## src/rtl/cdda_pkg.sv

```systemverilog
// Shared constants, types and helpers for the CD-DA serial audio transmitter.
package cdda_pkg;

  localparam int CDDA_FRAME_W        = 32;
  localparam int CDDA_SAMPLE_W       = 16;
  localparam int CDDA_BITS_PER_FRAME = 32;

  typedef logic [CDDA_FRAME_W-1:0] cdda_frame_t;

  typedef enum logic [1:0] {
    ST_IDLE  = 2'd0,
    ST_LOAD  = 2'd1,
    ST_SHIFT = 2'd2
  } cdda_state_e;

  // Left word occupies bits 0-15 of the frame, right word bits 16-31.
  function automatic logic lrck_for_bit(input logic [4:0] bit_idx);
    return (bit_idx < 5'(CDDA_SAMPLE_W));
  endfunction

endpackage

```

## src/rtl/cdda_tx_fifo.sv

```systemverilog
// Synchronous frame FIFO, 2**AW entries, with registered level/full/empty flags.
module cdda_tx_fifo
  import cdda_pkg::*;
#(
  parameter int AW = 2
) (
  input  logic        clk,
  input  logic        nrst,
  input  logic        push,
  input  cdda_frame_t push_data,
  input  logic        pop,
  output cdda_frame_t pop_data,
  output logic [AW:0] level,
  output logic        full,
  output logic        empty
);

  localparam int            DEPTH    = 1 << AW;
  localparam logic [AW:0]   LVL_ONE  = (AW + 1)'(1);
  localparam logic [AW:0]   LVL_FULL = (AW + 1)'(DEPTH);
  localparam logic [AW-1:0] PTR_ONE  = AW'(1);

  cdda_frame_t   mem [DEPTH];
  logic [AW-1:0] wr_ptr;
  logic [AW-1:0] rd_ptr;
  logic [AW:0]   level_nx;
  logic          do_push;
  logic          do_pop;

  // A write is only accepted while there is room; a pop never exceeds contents.
  assign do_push  = push & ~full;
  assign do_pop   = pop & ~empty;
  assign pop_data = mem[rd_ptr];

  // NOTE: combinational blocks assign a default first so no path leaves level_nx unassigned (no latch).
  always_comb begin
    level_nx = level;
    case ({do_push, do_pop})
      2'b10:   level_nx = level + LVL_ONE;
      2'b01:   level_nx = level - LVL_ONE;
      default: level_nx = level;
    endcase
  end

  // NOTE: storage array carries no reset; only pointers and flags define validity.
  always_ff @(posedge clk) begin
    if (do_push) mem[wr_ptr] <= push_data;
  end

  // NOTE: sequential state uses non-blocking assignments so all registers update from pre-edge values.
  always_ff @(posedge clk) begin
    if (!nrst) begin
      wr_ptr <= '0;
      rd_ptr <= '0;
      level  <= '0;
      full   <= 1'b0;
      empty  <= 1'b1;
    end else begin
      if (do_push) wr_ptr <= wr_ptr + PTR_ONE;
      if (do_pop)  rd_ptr <= rd_ptr + PTR_ONE;
      level <= level_nx;
      full  <= (level_nx == LVL_FULL);
      empty <= (level_nx == '0);
    end
  end

endmodule

```

## src/rtl/cdda_serial_tx.sv

```systemverilog
// CD-DA serial transmitter: FIFO-fed frames serialised as BCLK/LRCK/SDAT, 32 BCLK per frame.
// Build option CDDA_TX_REPEAT_EN: on underrun resend the previous frame instead of digital silence.
module cdda_serial_tx
  import cdda_pkg::*;
#(
  parameter int FIFO_AW   = 2,
  parameter int BCLK_HALF = 8
) (
  input  logic               clk,
  input  logic               nrst,
  input  logic               en,
  input  logic [31:0]        wr_data,
  input  logic               wr_valid,
  output logic               wr_ready,
  output logic [FIFO_AW:0]   fifo_level,
  output logic               underrun,
  input  logic               underrun_clr,
  output logic               bclk,
  output logic               lrck,
  output logic               sdat
);

  localparam int               DIV_W   = $clog2(BCLK_HALF);
  localparam logic [DIV_W-1:0] DIV_TC  = DIV_W'(BCLK_HALF - 1);
  localparam logic [DIV_W-1:0] DIV_ONE = DIV_W'(1);
  localparam logic [4:0]       BIT_LAST = 5'(CDDA_BITS_PER_FRAME - 1);

  cdda_state_e      state;
  logic [DIV_W-1:0] div;
  logic [4:0]       bit_cnt;
  cdda_frame_t      shreg;
  cdda_frame_t      load_frame;
  cdda_frame_t      fill_frame;
  cdda_frame_t      fifo_rd_data;
  logic             fifo_full;
  logic             fifo_empty;
  logic             in_load;
  logic             fifo_pop;
  logic             underrun_set;
  logic             bclk_q;
  logic             lrck_q;
  logic             sdat_q;
  logic             underrun_q;

  cdda_tx_fifo #(
    .AW (FIFO_AW)
  ) u_fifo (
    .clk       (clk),
    .nrst      (nrst),
    .push      (wr_valid),
    .push_data (wr_data),
    .pop       (fifo_pop),
    .pop_data  (fifo_rd_data),
    .level     (fifo_level),
    .full      (fifo_full),
    .empty     (fifo_empty)
  );

  assign in_load      = en && (state == ST_LOAD);
  assign fifo_pop     = in_load && !fifo_empty;
  assign underrun_set = in_load && fifo_empty;
  assign load_frame   = fifo_empty ? fill_frame : fifo_rd_data;

`ifdef CDDA_TX_REPEAT_EN
  cdda_frame_t last_frame;

  always_ff @(posedge clk) begin
    if (!nrst)         last_frame <= '0;
    else if (fifo_pop) last_frame <= fifo_rd_data;
  end

  assign fill_frame = last_frame;
`else
  assign fill_frame = '0;
`endif

  // Dropping en behaves like a soft reset of the serialiser; the FIFO is left alone.
  always_ff @(posedge clk) begin
    if (!nrst || !en) begin
      state   <= ST_IDLE;
      div     <= '0;
      bit_cnt <= '0;
      shreg   <= '0;
      bclk_q  <= 1'b0;
      lrck_q  <= 1'b1;
      sdat_q  <= 1'b0;
    end else begin
      case (state)
        ST_IDLE: state <= ST_LOAD;
        ST_LOAD: begin
          // LOAD counts as the first clk of bit 0's low half, keeping the frame at 64*BCLK_HALF.
          shreg   <= load_frame;
          sdat_q  <= load_frame[CDDA_FRAME_W-1];
          lrck_q  <= 1'b1;
          bclk_q  <= 1'b0;
          div     <= DIV_ONE;
          bit_cnt <= '0;
          state   <= ST_SHIFT;
        end
        ST_SHIFT: begin
          if (div == DIV_TC) begin
            div    <= '0;
            bclk_q <= ~bclk_q;
            if (bclk_q) begin
              if (bit_cnt == BIT_LAST) begin
                state <= ST_LOAD;
              end else begin
                bit_cnt <= bit_cnt + 5'd1;
                shreg   <= {shreg[CDDA_FRAME_W-2:0], 1'b0};
                sdat_q  <= shreg[CDDA_FRAME_W-2];
                lrck_q  <= lrck_for_bit(bit_cnt + 5'd1);
              end
            end
          end else begin
            div <= div + DIV_ONE;
          end
        end
        default: state <= ST_IDLE;
      endcase
    end
  end

  // Set has priority over a coincident clear.
  always_ff @(posedge clk) begin
    if (!nrst)             underrun_q <= 1'b0;
    else if (underrun_set) underrun_q <= 1'b1;
    else if (underrun_clr) underrun_q <= 1'b0;
  end

  assign wr_ready = ~fifo_full;
  assign underrun = underrun_q;
  assign bclk     = bclk_q;
  assign lrck     = lrck_q;
  assign sdat     = sdat_q;

endmodule

```

## config.mk

```make
export PLATFORM = sky130hd
export DESIGN_NAME = cdda_serial_tx
export DESIGN_NICKNAME = d
export VERILOG_FILES = /design/src/rtl/cdda_pkg.sv /design/src/rtl/cdda_tx_fifo.sv /design/src/rtl/cdda_serial_tx.sv
export SDC_FILE = /design/constraint.sdc
export NUM_CORES = 1
export LEC_CHECK = 0
export ABC_AREA = 1
export CAP_MARGIN = 20
export CORE_UTILIZATION = 40
export DETAILED_ROUTE_END_ITERATION = 10
export PLACE_DENSITY = 0.55
export RECOVER_POWER = 25
export SYNTH_ARGS = -nofsm -noshare
export SYNTH_HDL_FRONTEND = slang
export SYNTH_HIERARCHICAL = 1
export SYNTH_SLANG_ARGS = --single-unit
export TNS_END_PERCENT = 5
```

## constraint.sdc

```tcl
create_clock -name clk -period 3.5 [get_ports clk]
set_clock_uncertainty 0.1 [all_clocks]
set_input_delay 0.7 -clock clk [delete_from_list [all_inputs] [get_ports clk]]
set_output_delay 0.7 -clock clk [all_outputs]
set_load 0.05 [all_outputs]
```

==> flow_summary_export.csv <==
group,metric,value,unit
outcome,status,"finished clean",
route,ant_nets,0,
floorplanning,design.core.area,18800,sq um
clock_network,clkTransAtPathRegs,0.07,ns
worst_setup_path,cp.arrival,2.75,ns
clock_network,hold_buffers,0,
timing,post-route-period-util,0.725,
place,portBuffers,44,
synth,syn-cell-area,7740,sq um
route,drt-pass1-iter-count,4,
worst_setup_path,startpoint_type,"primary input",
synth,syn_avg_cell_area,10.8,sq um
floorplanning,ios,45,
timing,post-route-min-period,2.54,ns
timing,timing.slew.headroom,0.433,
global_routing,grt_pass1_wl,26.1,mm
pwr,leakage,3.13,nW
clock_network,cts_tree,"done",
cells_and_area,utilization,0.472,
worst_setup_path,crit_type,"primary input to flip-flop",
cells_and_area,num-nets-final,802,
pwr,peakVddDrop,0.380,mV
synth,yosysTopAreaCell,"edfxtp_1",
route,wl,16.1,mm
route,drtIter0Drc,313,
global_routing,first_global_vias,4975,
place,dpl.hpwl,9.05,mm
timing,worst_pin_slew,0.849,ns
synth,async_reset_ff_frac,0,
pwr,p_clk_frac,0.426,
floorplanning,die_y,141,um
place,globalplace.congestion,0.717,
pwr,seq_power_share,0.509,
synth,yosysSeqAreaShare,0.641,
synth,yosysWarnings,6,
synth,syn_nets,767,
global_routing,grt_max_degree,65,
synth,synth_top_area_share,0.496,
clock_network,clock-sinks,184,
synth,ys_ff_latch,184,
timing,finalHoldViolations,0,
global_routing,grt_usage,0.173,
pwr,pwr-share-comb,0.065,
clock_network,htreeDepth,4,
pwr,p_int,0.00377,W
clock_network,worstSkewPairLatency,0.43,ns
floorplanning,die-width,141,um
floorplanning,start_util,0.411,
pwr,power.switching,0.00101,W
cells_and_area,area_delta_synth_final,14.8,%
timing,finalSetupTns,0,ns
flow_run,maxCapViolCount,0,
clock_network,cts_setup_buffers,0,
route,wl_per_cell,15.7,um
route,post_drt_via_cell_ratio,4.95,
route,drcViolationCount,0,
route,num_vias,5072,
cells_and_area,insertedDiodeCount,0,
synth,ys_top_cells_by_area,"edfxtp_1 50%, dfxtp_1 14%, nand2_1 8.0%, nor2_1 4.3%, a21oi_2 2.9%",
place,place_ws,0.521,ns
pwr,powerDensity,537,nW/um^2
pwr,sw_frac_of_total,0.212,
timing,rsz0062_at_grt,"false",
synth,syn-instance-count,716,
clock_network,cts_resized,0,
cells_and_area,drive_above_1_share,0.134,
worst_hold_path,hp-class,"flip-flop to flip-flop",
floorplanning,row_count,50,
synth,synth_edf_count,128,
worst_setup_path,cp.required,3.72,ns
timing,finalMaxSlewViolations,0,
timing,fin_ws,0.964,ns
global_routing,grt.overflow.total,0,
timing,setup_viol,0,
clock_network,cts_buffer_depth,2,
cells_and_area,fill_cells,1722,
floorplanning,dieArea,19900,sq um
clock_network,clockRootBuffer,"clkbuf_16",
global_routing,antenna_found_initial,0,
synth,ys.flop_type,"edfxtp_1",
worst_setup_path,endpoint_kind,"flip-flop",
timing,max_freq,394,MHz
worst_setup_path,cp_max_fo,3,
clock_network,numCtsBuffers,17,
synth,ys_types,29,
worst paths after layout:
check        startpoint  cells past startpoint  slack (ns)      endpoint
max reg2reg    state[1]                     13        1.01  u_fifo/empty
min reg2reg        lrck                      2        0.36          lrck
min                lrck                      2        0.36          lrck
max                  en                     12        0.96  u_fifo/empty
sequential cells by signal (all words and copies together), names as in the netlist, 2 cells and up, named ones only:
name / flops
shreg: 31
state: 2
div: 3
u_fifo/level: 3
bit_cnt: 5
u_fifo/rd_ptr: 2
u_fifo/wr_ptr: 2
u_fifo/mem: 128
critical path, cell delays in order:
cell,delay (ns)
clkdlybuf4s50_1,0.52
nand2_1,0.07
nor2_1,0.09
inv_1,0.04
nor2_1,0.16
ha_1,0.19
inv_1,0.07
fa_1,0.44
o21ai_0,0.25
a21oi_1,0.09
nand3_1,0.07
nand2_1,0.06
layout make-up:
type                       instances  area [sq um]  share of cell area
sequential                       184          4970               0.559
multi-input combinational        462          2340               0.263
tap                              260           325              0.0366
clock inverter                    10           178              0.0200
clock buffer                      22           444              0.0500
inverter                          34           135              0.0152
timing repair buffer              52           500              0.0563
cells by family after synthesis:
family / share of synthesized area
AOI/OAI and AO/OA: 0.114
xor gates and xnor gates: 0.00113
adders and majority gates: 0.0236
buffers and inverters: 0.0582
DFF: 0.641
and+or+nand+nor: 0.162
power by group through the flow:
stage          logic, W  clock network (W)  registers [W]
5_1_grt        0.000347            0.00215        0.00244
3_5_place_dp   0.000319                  0        0.00248
4_1_cts        0.000320            0.00207        0.00243
6_report       0.000311            0.00203        0.00243
2_1_floorplan  0.000201                  0        0.00249
3_3_place_gp   0.000313                  0        0.00248
routing by layer:
layer | vias up | GRT usage | share of wire
met2 | 102 | 0.290 | 0.48
met4 | 0 | 0.0709 | 0.015
met5 | - | 0 | 0
li1 | 2500 | - | -
met3 | 18 | 0.0377 | 0.039
met1 | 2452 | 0.218 | 0.46
synth_stat cells, drive strengths merged, types with 7 or more instances:
master	number
a21oi	44
buf	34
dfxtp	56
edfxtp	128
ha	13
inv	34
nand2	197
nand3	7
nor2	91
o21ai	72
o22ai	32
placed cells by master, fill, tap and decap left out, types with 2 or more instances in the layout:
cell	Yosys	routed
inv_1	31	31
clkinvlp_4	0	2
clkinv_1	0	2
nand2_2	28	29
ha_1	13	13
o22ai_1	32	32
edfxtp_1	128	128
o21ai_0	44	44
nand2_4	3	3
bufinv_16	0	5
nor2_1	89	85
nand4_1	2	2
a21oi_1	18	18
nand2_1	165	164
clkdlybuf4s50_1	0	23
clkbuf_16	0	17
a21oi_2	26	26
clkbuf_1	2	5
dfxtp_1	56	55
nand3_1	7	7
inv_2	2	2
dlygate4sd3_1	0	21
nor2_2	1	5
o21ai_1	28	28
buf_4	7	8
metrics by stage:
step                      instances  hold slack [ns]  total power [W]  instance area, sq um
after floorplan                 716            0.339          0.00269                  7740
after global placement          992            0.352          0.00279                  8270
final                          1024            0.356          0.00478                  8890
after detailed placement        992            0.345          0.00280                  8270
after global routing           1024            0.382          0.00494                  8890
after CTS                      1024            0.354          0.00482                  8890
Note: power is estimated with default switching activity, not from simulation.
